===== config.mk =====
export PLATFORM = sky130hd
export DESIGN_NAME = uart_frame_parser
export DESIGN_NICKNAME = d
export VERILOG_FILES = /design/src/rtl/uart_frame_parser.sv
export SDC_FILE = /design/constraint.sdc
export NUM_CORES = 1
export LEC_CHECK = 0
export ABC_AREA = 1
export BUFFER_PORTS_ARGS = -buffer_cell sky130_fd_sc_hd__buf_2
export CAP_MARGIN = 20
export CELL_PAD_IN_SITES_DETAIL_PLACEMENT = 1
export CELL_PAD_IN_SITES_GLOBAL_PLACEMENT = 2
export CORE_UTILIZATION = 39
export DETAILED_ROUTE_END_ITERATION = 8
export GPL_TIMING_DRIVEN = 0
export PLACE_DENSITY = 0.88
export REMOVE_ABC_BUFFERS = 1
export SLEW_MARGIN = 20
export SYNTH_ARGS = -nofsm -noshare
export SYNTH_HDL_FRONTEND = slang
export SYNTH_SLANG_ARGS = --single-unit

===== constraint.sdc =====
create_clock -name clk -period 2.7 [get_ports clk]
set_clock_uncertainty 0.2 [all_clocks]
set_input_delay 0.27 -clock clk [delete_from_list [all_inputs] [get_ports clk]]
set_output_delay 0.27 -clock clk [all_outputs]
set_load 0.05 [all_outputs]

===== src/rtl/uart_frame_parser.sv =====
// Drains a UART receive FIFO, parses SYNC/LEN/payload/CSUM frames and streams the
// payload out on a valid/ready port once the XOR checksum has verified.
module uart_frame_parser #(
  parameter int                     N_DATA_BITS = 8,
  parameter int                     MAX_LEN     = 16,
  parameter logic [N_DATA_BITS-1:0] SYNC_BYTE   = 8'hA5,
  parameter int                     N_TIMEOUT   = 16
) (
  input  logic                   clk,
  input  logic                   reset,
  input  logic                   rx_empty,
  input  logic [N_DATA_BITS-1:0] r_data,
  output logic                   rd_uart,
  input  logic [N_TIMEOUT-1:0]   timeout_value,
  output logic [N_DATA_BITS-1:0] m_data,
  output logic                   m_valid,
  input  logic                   m_ready,
  output logic                   m_last,
  output logic                   frame_done,
  output logic                   frame_err,
  output logic [1:0]             err_code
);

  localparam int IDX_W  = $clog2(MAX_LEN + 1);
  localparam int ADDR_W = $clog2(MAX_LEN);

  typedef enum logic [2:0] {
    ST_HUNT    = 3'd0,
    ST_LEN     = 3'd1,
    ST_PAYLOAD = 3'd2,
    ST_CSUM    = 3'd3,
    ST_EMIT    = 3'd4
  } state_t;

  state_t                 state_r;
  logic                   rd_uart_r;
  logic                   fetch_pend_r;
  logic [IDX_W-1:0]       len_r;
  logic [IDX_W-1:0]       idx_r;
  logic [IDX_W-1:0]       rd_ptr_r;
  logic [N_DATA_BITS-1:0] csum_r;
  logic [N_TIMEOUT-1:0]   tmo_r;
  logic [N_DATA_BITS-1:0] m_data_r;
  logic                   m_valid_r;
  logic                   m_last_r;
  logic                   frame_err_r;
  logic [1:0]             err_code_r;
  logic [N_DATA_BITS-1:0] pay_mem_r [MAX_LEN];

  logic                   accept_s;
  logic                   timed_s;
  logic                   timeout_hit_s;
  logic                   handshake_s;
  logic [IDX_W-1:0]       idx_nxt_s;
  logic [IDX_W-1:0]       rd_nxt_s;
  logic [N_TIMEOUT-1:0]   tmo_inc_s;
  logic                   len_bad_s;

  // r_data holds the fetched byte during the cycle after the rd_uart pulse
  assign accept_s      = fetch_pend_r;
  assign timed_s       = (state_r == ST_LEN) || (state_r == ST_PAYLOAD) || (state_r == ST_CSUM);
  assign tmo_inc_s     = tmo_r + {{(N_TIMEOUT-1){1'b0}}, 1'b1};
  assign timeout_hit_s = timed_s && !accept_s && (timeout_value != {N_TIMEOUT{1'b0}})
                         && (tmo_inc_s == timeout_value);
  assign handshake_s   = m_valid_r && m_ready;
  assign idx_nxt_s     = idx_r + {{(IDX_W-1){1'b0}}, 1'b1};
  assign rd_nxt_s      = rd_ptr_r + {{(IDX_W-1){1'b0}}, 1'b1};
  assign len_bad_s     = (r_data == {N_DATA_BITS{1'b0}}) || (r_data > N_DATA_BITS'(MAX_LEN));

  assign rd_uart    = rd_uart_r;
  assign m_data     = m_data_r;
  assign m_valid    = m_valid_r;
  assign m_last     = m_last_r;
  assign frame_err  = frame_err_r;
  assign err_code   = err_code_r;
  // Completion is reported in the very cycle the final beat is taken
  assign frame_done = handshake_s && m_last_r;

  // Payload buffer write port; contents need no reset
  always_ff @(posedge clk) begin
    if (state_r == ST_PAYLOAD && accept_s) begin
      pay_mem_r[idx_r[ADDR_W-1:0]] <= r_data;
    end
  end

  // Frame FSM: fetch pacing, parsing, timeout and payload emission
  always_ff @(posedge clk or negedge reset) begin
    if (!reset) begin
      state_r      <= ST_HUNT;
      rd_uart_r    <= 1'b0;
      fetch_pend_r <= 1'b0;
      len_r        <= {IDX_W{1'b0}};
      idx_r        <= {IDX_W{1'b0}};
      rd_ptr_r     <= {IDX_W{1'b0}};
      csum_r       <= {N_DATA_BITS{1'b0}};
      tmo_r        <= {N_TIMEOUT{1'b0}};
      m_data_r     <= {N_DATA_BITS{1'b0}};
      m_valid_r    <= 1'b0;
      m_last_r     <= 1'b0;
      frame_err_r  <= 1'b0;
      err_code_r   <= 2'd0;
    end else begin
      // No new fetch while one is in flight, so a state change on accept never races a read
      rd_uart_r    <= (state_r != ST_EMIT) && !rx_empty && !rd_uart_r && !fetch_pend_r;
      fetch_pend_r <= rd_uart_r;
      frame_err_r  <= 1'b0;

      if (accept_s) begin
        tmo_r <= {N_TIMEOUT{1'b0}};
      end else if (timed_s) begin
        tmo_r <= tmo_inc_s;
      end

      if (timeout_hit_s) begin
        frame_err_r <= 1'b1;
        err_code_r  <= 2'd3;
        state_r     <= ST_HUNT;
      end else begin
        case (state_r)
          ST_HUNT: begin
            if (accept_s && r_data == SYNC_BYTE) begin
              state_r <= ST_LEN;
            end
          end
          ST_LEN: begin
            if (accept_s) begin
              len_r  <= IDX_W'(r_data);
              csum_r <= r_data;
              idx_r  <= {IDX_W{1'b0}};
              if (len_bad_s) begin
                frame_err_r <= 1'b1;
                err_code_r  <= 2'd1;
                state_r     <= ST_HUNT;
              end else begin
                state_r <= ST_PAYLOAD;
              end
            end
          end
          ST_PAYLOAD: begin
            if (accept_s) begin
              csum_r <= csum_r ^ r_data;
              idx_r  <= idx_nxt_s;
              if (idx_nxt_s == len_r) begin
                state_r <= ST_CSUM;
              end
            end
          end
          ST_CSUM: begin
            if (accept_s) begin
              if (r_data == csum_r) begin
                rd_ptr_r  <= {IDX_W{1'b0}};
                m_data_r  <= pay_mem_r[{ADDR_W{1'b0}}];
                m_last_r  <= (len_r == {{(IDX_W-1){1'b0}}, 1'b1});
                m_valid_r <= 1'b1;
                state_r   <= ST_EMIT;
              end else begin
                frame_err_r <= 1'b1;
                err_code_r  <= 2'd2;
                state_r     <= ST_HUNT;
              end
            end
          end
          ST_EMIT: begin
            if (handshake_s) begin
              if (m_last_r) begin
                m_valid_r  <= 1'b0;
                m_last_r   <= 1'b0;
                err_code_r <= 2'd0;
                state_r    <= ST_HUNT;
              end else begin
                rd_ptr_r <= rd_nxt_s;
                m_data_r <= pay_mem_r[rd_nxt_s[ADDR_W-1:0]];
                m_last_r <= (rd_nxt_s == (len_r - {{(IDX_W-1){1'b0}}, 1'b1}));
              end
            end
          end
          default: begin
            state_r   <= ST_HUNT;
            m_valid_r <= 1'b0;
            m_last_r  <= 1'b0;
          end
        endcase
      end
    end
  end

endmodule


==> flow_summary.json, run 1 <==
{
  "antenna_cells": 0,
  "synth_common_cells": "nand2_1, nor2_1, edfxtp_1, o21ai_0, inv_1",
  "grt_pass1_vias": 7641,
  "cts_max_path_buffers": 2,
  "fin_crit_sh_pct": 95.5,
  "powerDensity_nw_per_um2": 832,
  "die_w_microns": 154,
  "r2r_cells": 10,
  "crit_buf_inv": 1,
  "dieArea_sq_um": 23700,
  "wirelength_mm": 27.7,
  "area_delta_synth_final_pct": 19.7,
  "slew_headroom_pct": 44.1,
  "grt_max_degree": 65,
  "cts.clk_slew.worst_paths_ns": 0.07,
  "drtAntennaViolNets": 0,
  "hp-class": "in -> async",
  "grt_usage_pct": 24.2,
  "htreeDepth": 4,
  "routedWlPerCell_microns": 20.8,
  "yosysMostFrequentCell": "nand2_1",
  "p_leak_nw": 4.18,
  "dr.pass1.iters": 5,
  "antenna_found_initial": 0,
  "syn-cell-area_sq_um": 8990,
  "crit_family": "flip-flops",
  "drive_above_1_share_pct": 16.6,
  "num-nets-final": 1067,
  "synthArstFlopShare_pct": 30.8,
  "whs_ns": 0.0809,
  "syn_area_per_cell_sq_um": 9.35,
  "timing.rr.end": "m_data[2]",
  "drv_slew": 0,
  "portBuffers": 42,
  "required_ns": 2.83,
  "dpl.hpwl_mm": 16.2,
  "fmax_mhz": 388,
  "synth_cell_types": 40,
  "overflow": 0,
  "rows": 55,
  "vias": 7329,
  "cp_common_cell": "nand2_1",
  "numCtsBuffers": 17,
  "worstPathCellList": "ha_4 -> clkinvlp_4 -> o21ai_0 -> o22ai_1 -> nand2_1 -> nand2_1 -> nand2_1 -> nand3_1 -> nand4_1 -> nand2_1",
  "drcViolationCount": 0,
  "worst_pin_slew_ns": 0.839,
  "setup_viol": 0,
  "fin_crit_ns": 2.58,
  "stdcell_area_sq_um": 10800,
  "start_util_pct": 39.7,
  "hold_viol": 0,
  "via_per_inst": 5.51,
  "status": "finished, final reports clean",
  "yosysSeqAreaShare_pct": 58.6,
  "cts-root-buf": "clkbuf_16",
  "synth_edf_count": 128,
  "layoutNonFillerInstCount": 1329,
  "post-place-cells": 1256,
  "fp.dieH_microns": 154,
  "drt_iter0_drc": 535,
  "crit_fanout": 19,
  "grt_pass1_wl_mm": 42.7,
  "ff2ff_setup_slack_ns": 0.12,
  "netlist_instances": 962,
  "clkLatencyLatePin_ns": 0.45,
  "crit_arrival_ns": 2.71,
  "synth_top_cell_by_area": "edfxtp_1",
  "yosys-top-cells-area": "edfxtp_1, dfrtp_1, nand2_1",
  "globalplace.congestion": 0.794,
  "worstSetupPathType": "reg -> reg",
  "cp-start-kind": "register",
  "io_pins": 43,
  "synthFlopType": "edfxtp_1",
  "yosys_register_bits": 185,
  "synth.top_cell.area_share_pct": 42.7,
  "power_mw": 8.95,
  "yosys_warnings": 0,
  "cpPeakStageDelay_ns": 0.65,
  "final.setup.tns_ns": 0,
  "cts_tree": "built",
  "setup_ws_ns": 0.121,
  "reg2reg_from": "rd_ptr_r[0]",
  "final_util_pct": 47.5,
  "place_area_sq_um": 9460,
  "crit_path_end_kind": "register",
  "cts.sinks": 185,
  "core_sq_um": 22600,
  "slowest_stage": "dfrtp_4",
  "place_ws_ns": -1.33,
  "max-vdd-ir-drop_uv": 579,
  "cap_viol_max_count": 0
}
## registers in the layout, indices dropped and copies added (netlist names)
name / flops
len_r: 5
rd_ptr_r: 5
csum_r: 8
state_r: 3
idx_r: 5
m_last: 1
rd_uart: 1
pay_mem_r: 128
err_code: 2
m_valid: 1
tmo_r: 16
frame_err: 1
m_data: 8
accept_s: 1
## power breakdown
group          internal, mW  total (mW)  switching (mW)
registers              3.30        3.53           0.232
logic                 0.888        2.88            1.99
clock network          1.31        2.54            1.23
## layer usage
metal | global-route usage (%) | vias to the layer above | share of wire, %
li1 | - | 3439 | -
met1 | 31.0 | 3681 | 44
met2 | 40.9 | 160 | 49
met3 | 3.52 | 49 | 2.8
met4 | 10.3 | 0 | 3.5
met5 | 0 | - | 0
## cells by family (layout without fill, tap and decap cells)
| group | Yosys count | after routing | synth area share (%) |
|---|---|---|---|
| xor gates and xnor gates | 29 | 29 | 2.98 |
| AOI/OAI and AO/OA | 152 | 152 | 9.60 |
| and+or+nand+nor | 483 | 485 | 23.0 |
| adders and majority gates | 8 | 8 | 1.11 |
| buffers and inverters | 105 | 185 | 4.67 |
| DFF | 185 | 185 | 58.6 |
## cell usage in the layout, fill, tap and decap left out, drive strengths merged
| cell | count |
|---|---|
| o221ai | 2 |
| o211ai | 5 |
| nor2 | 145 |
| nor4 | 2 |
| o21ai | 92 |
| xor2 | 21 |
| ha | 8 |
| bufinv | 1 |
| clkinv | 6 |
| a31oi | 8 |
| xnor3 | 1 |
| nand3b | 4 |
| nand3 | 62 |
| dfrtp | 57 |
| dlygate4sd3 | 2 |
| o31ai | 1 |
| a21oi | 2 |
| nand4 | 26 |
| o21a | 3 |
| clkbuf | 17 |
| nor3 | 7 |
| o221a | 1 |
| inv | 74 |
| and3 | 1 |
| buf | 79 |
| o22ai | 36 |
| or2 | 2 |
| edfxtp | 128 |
| xnor2 | 7 |
| clkinvlp | 6 |
| nand2 | 236 |
| o2111ai | 1 |
| a41oi | 1 |
## how the worst max path moves through the flow
stage | cells after the start | startpoint | slack [ns] | endpoint
after global routing | 14 | tmo_r[1] | -0.02 | state_r[1]
after global placement | 10 | rd_ptr_r[0] | -2.79 | m_data[2]
after CTS | 8 | state_r[2] | -0.02 | pay_mem_r[1][5]
after floorplan | 9 | rd_ptr_r[0] | -0.62 | m_data[0]
final | 10 | rd_ptr_r[0] | 0.12 | m_data[2]
after detailed placement | 10 | rd_ptr_r[0] | -1.33 | m_data[0]
## area by class of cell
| class | count | area [sq um] |
|---|---|---|
| Fill cell | 2548 | 11900 |
| Timing Repair inverter | 1 | 7.51 |
| Sequential cell | 185 | 5270 |
| Timing Repair Buffer | 81 | 686 |
| Clock buffer | 17 | 425 |
| Multi-Input combinational cell | 674 | 3570 |
| Clock inverter | 15 | 163 |
| Inverter | 71 | 283 |
| Tap cell | 285 | 357 |
## what timing repair did
action | in CTS | in global routing
setup buffers | 23 | 13
pin swaps | 10 | 5
gates resized for setup | 41 | 19
endpoints found under the hold margin | 58 | 0
hold buffers | 2 | 0
cloned | 1 | 2
endpoints found under the setup margin | 160 | 158
Power figures use the tool's default switching activity.
==> run 2: changes to the inputs <==
Settings changed: CELL_PAD_IN_SITES_GLOBAL_PLACEMENT 2 to 1, CORE_UTILIZATION 39 to 48, PLACE_DENSITY 0.88 to 0.89.
==> run 2 against run 1 <==
The flow now finishes with violations (negative setup slack). Routed wire length up 14%. Sequential power about the same. Hold slack improved by 0.029 ns. Clock power down 5%. Via count rose by 11%. Fmax decreased by 6.5%. Sequential cell count did not move. Setup slack lost 0.18 ns. Sequential share of layout area is 0.35 points higher.
==> flow_summary.json, run 2 (synthesized netlist as in run 1, its figures left out) <==
{
  "status": "finished with violations",
  "violations": "negative setup slack",
  "switching_share_pct": 40.1,
  "fin_crit_sh_pct": 102,
  "area_delta_synth_final_pct": 18.8,
  "p_switching_mw": 3.61,
  "cp_common_cell": "nand2_1",
  "dpl.hpwl_mm": 16.7,
  "slowest_stage": "dfrtp_1",
  "power_mw": 8.98,
  "grt_pass1_vias": 8321,
  "cp-start-kind": "register",
  "place_ws_ns": -1.55,
  "cts_tree": "built",
  "powerDensity_nw_per_um2": 841,
  "crit_fanout": 7,
  "cts_max_path_buffers": 2,
  "grt_pass1_wl_mm": 47.5,
  "vias": 8119,
  "grt_usage_pct": 32.8,
  "clkLatencyLatePin_ns": 0.45,
  "rows": 49,
  "drtAntennaViolNets": 0,
  "worst_pin_slew_ns": 0.843,
  "layout_commonest_cell": "nand2_1",
  "num-nets-final": 1069,
  "die_w_microns": 139,
  "whs_path_depth": 3,
  "worstSetupPathType": "reg -> reg",
  "cap_viol_max_count": 0,
  "start_util_pct": 49.6,
  "portBuffers": 42,
  "cts-root-buf": "clkbuf_16",
  "crit_arrival_ns": 2.88,
  "drcViolationCount": 0,
  "fin_crit_ns": 2.76,
  "cpPeakStageDelay_ns": 0.52,
  "crit_family": "simple AND/OR/NAND/NOR gates",
  "fmax_mhz": 363,
  "drive_above_1_share_pct": 17.3,
  "io_pins": 43,
  "cts.clk_slew.worst_paths_ns": 0.08,
  "routedWlPerCell_microns": 24.8,
  "p_leak_nw": 4.16,
  "antenna_found_initial": 0,
  "slew_headroom_pct": 43.8,
  "worstPathCellList": "nand2_1 -> nor2_2 -> nand2_1 -> nor2_1 -> nand2_1 -> nand3_1 -> nand2_1 -> nand2_1 -> nor2_4 -> nand3_4 -> nand3_4 -> nand2_1 -> nand2_1",
  "drv_slew": 0,
  "overflow": 0,
  "via_per_inst": 6.37,
  "setup_viol": 11,
  "post-place-cells": 1201,
  "core_sq_um": 18100,
  "ff2ff_setup_slack_ns": -0.06,
  "drt_iter0_drc": 974,
  "crit_buf_inv": 0,
  "required_ns": 2.82,
  "max-vdd-ir-drop_uv": 527,
  "setup_ws_ns": -0.0576,
  "hold_viol": 0,
  "hold_end": "csum_r[3]",
  "antenna_cells": 0,
  "dr.pass1.iters": 7,
  "fp.dieH_microns": 139,
  "crit_path_end_kind": "register",
  "cts.sinks": 185,
  "largest_register_ffs": 128,
  "wirelength_mm": 31.6,
  "reg2reg_from": "tmo_r[6]",
  "r2r_cells": 13,
  "globalplace.congestion": 0.816,
  "layoutNonFillerInstCount": 1274,
  "p_comb_share_pct": 33.8,
  "dieArea_sq_um": 19300,
  "final_cell_mix": "nand2_1, edfxtp_1, nor2_1",
  "numCtsBuffers": 17,
  "p_clk_share_pct": 26.9,
  "min-delay-start": "r_data[3]",
  "timing.rr.end": "rd_ptr_r[1]",
  "htreeDepth": 4,
  "hp-class": "in -> reg",
  "power.internal_mw": 5.38,
  "power_frac_seq_pct": 39.2,
  "grt_max_degree": 65
}
-- run 2: cell types whose count changed in the layout (fill, tap and decap cells not counted), moves of 2 or more --
cell	change
clkinv_8	-2
clkinvlp_4	+4
inv_6	-3
nand3_2	+2
nor2_1	-5
nor2_2	+6
-- run 2: layout make-up --
type / count / area (sq um)
Fill cell: 2007 / 7460
Timing Repair Buffer: 83 / 719
Timing Repair inverter: 1 / 7.51
Tap cell: 229 / 287
Clock buffer: 17 / 425
Sequential cell: 185 / 5270
Inverter: 71 / 280
Multi-Input combinational cell: 674 / 3570
Clock inverter: 14 / 119
-- run 2: power groups by stage --
stage	Combinational (mW)	Sequential (mW)	Clock, mW
global route	3.27	3.55	2.51
global placement	2.38	3.59	0
detailed placement	2.54	3.59	0
finish	3.04	3.52	2.42
CTS	2.80	3.51	2.39
floorplan	1.48	3.81	0
-- run 2: worst max-delay path by stage --
stage	start	to	slack, ns	depth (start not counted)
after global routing	tmo_r[6]	m_data[2]	-0.1	13
after floorplan	rd_ptr_r[0]	m_data[0]	-0.62	9
after global placement	rd_ptr_r[0]	m_data[5]	-2.51	10
after detailed placement	rd_ptr_r[0]	m_data[5]	-1.55	11
final	tmo_r[6]	rd_ptr_r[1]	-0.06	13
after CTS	state_r[2]	pay_mem_r[7][3]	-0.06	7
-- run 2: what timing repair did --
item                                   4_1_cts  5_1_grt
pin swaps                                   12        7
buffers inserted                            29        8
gates cloned                                 1        2
setup endpoints to repair                  157      158
endpoints found under the hold margin       58        0
hold buffers                                 2        0
gates resized for setup                     41       26
-- run 2: routing by layer --
| metal | vias to the layer above | GRT usage, % | wire length [microns] | share of wire, % |
|---|---|---|---|---|
| met5 | - | 0 | 0 | 0 |
| met2 | 481 | 54.7 | 15100 | 48 |
| met1 | 4047 | 40.6 | 12100 | 38 |
| met4 | 0 | 18.7 | 1730 | 5.5 |
| met3 | 149 | 5.77 | 2620 | 8.3 |
| li1 | 3442 | - | - | - |
-- run 2: worst min-delay path, delay by kind of cell --
| kind | cells | cell delay [ns] |
|---|---|---|
| buffers and inverters | 1 | 0.25 |
| and+or+nand+nor | 1 | 0.13 |
| AOI/OAI and AO/OA | 1 | 0.07 |
-- run 2: stage by stage --
step | hold slack [ns] | utilization (%) | cell area, sq um | TNS (ns)
detailed placement | 0.190 | 51.7 | 9380 | -132.89
finish | 0.110 | 58.9 | 10700 | -0.426
global route | 0.0983 | 58.9 | 10700 | -1.06
CTS | 0.0661 | 57.8 | 10500 | -0.846
floorplan | -0.226 | - | 8840 | -5.96
global placement | 0.185 | 51.4 | 9340 | -129.22
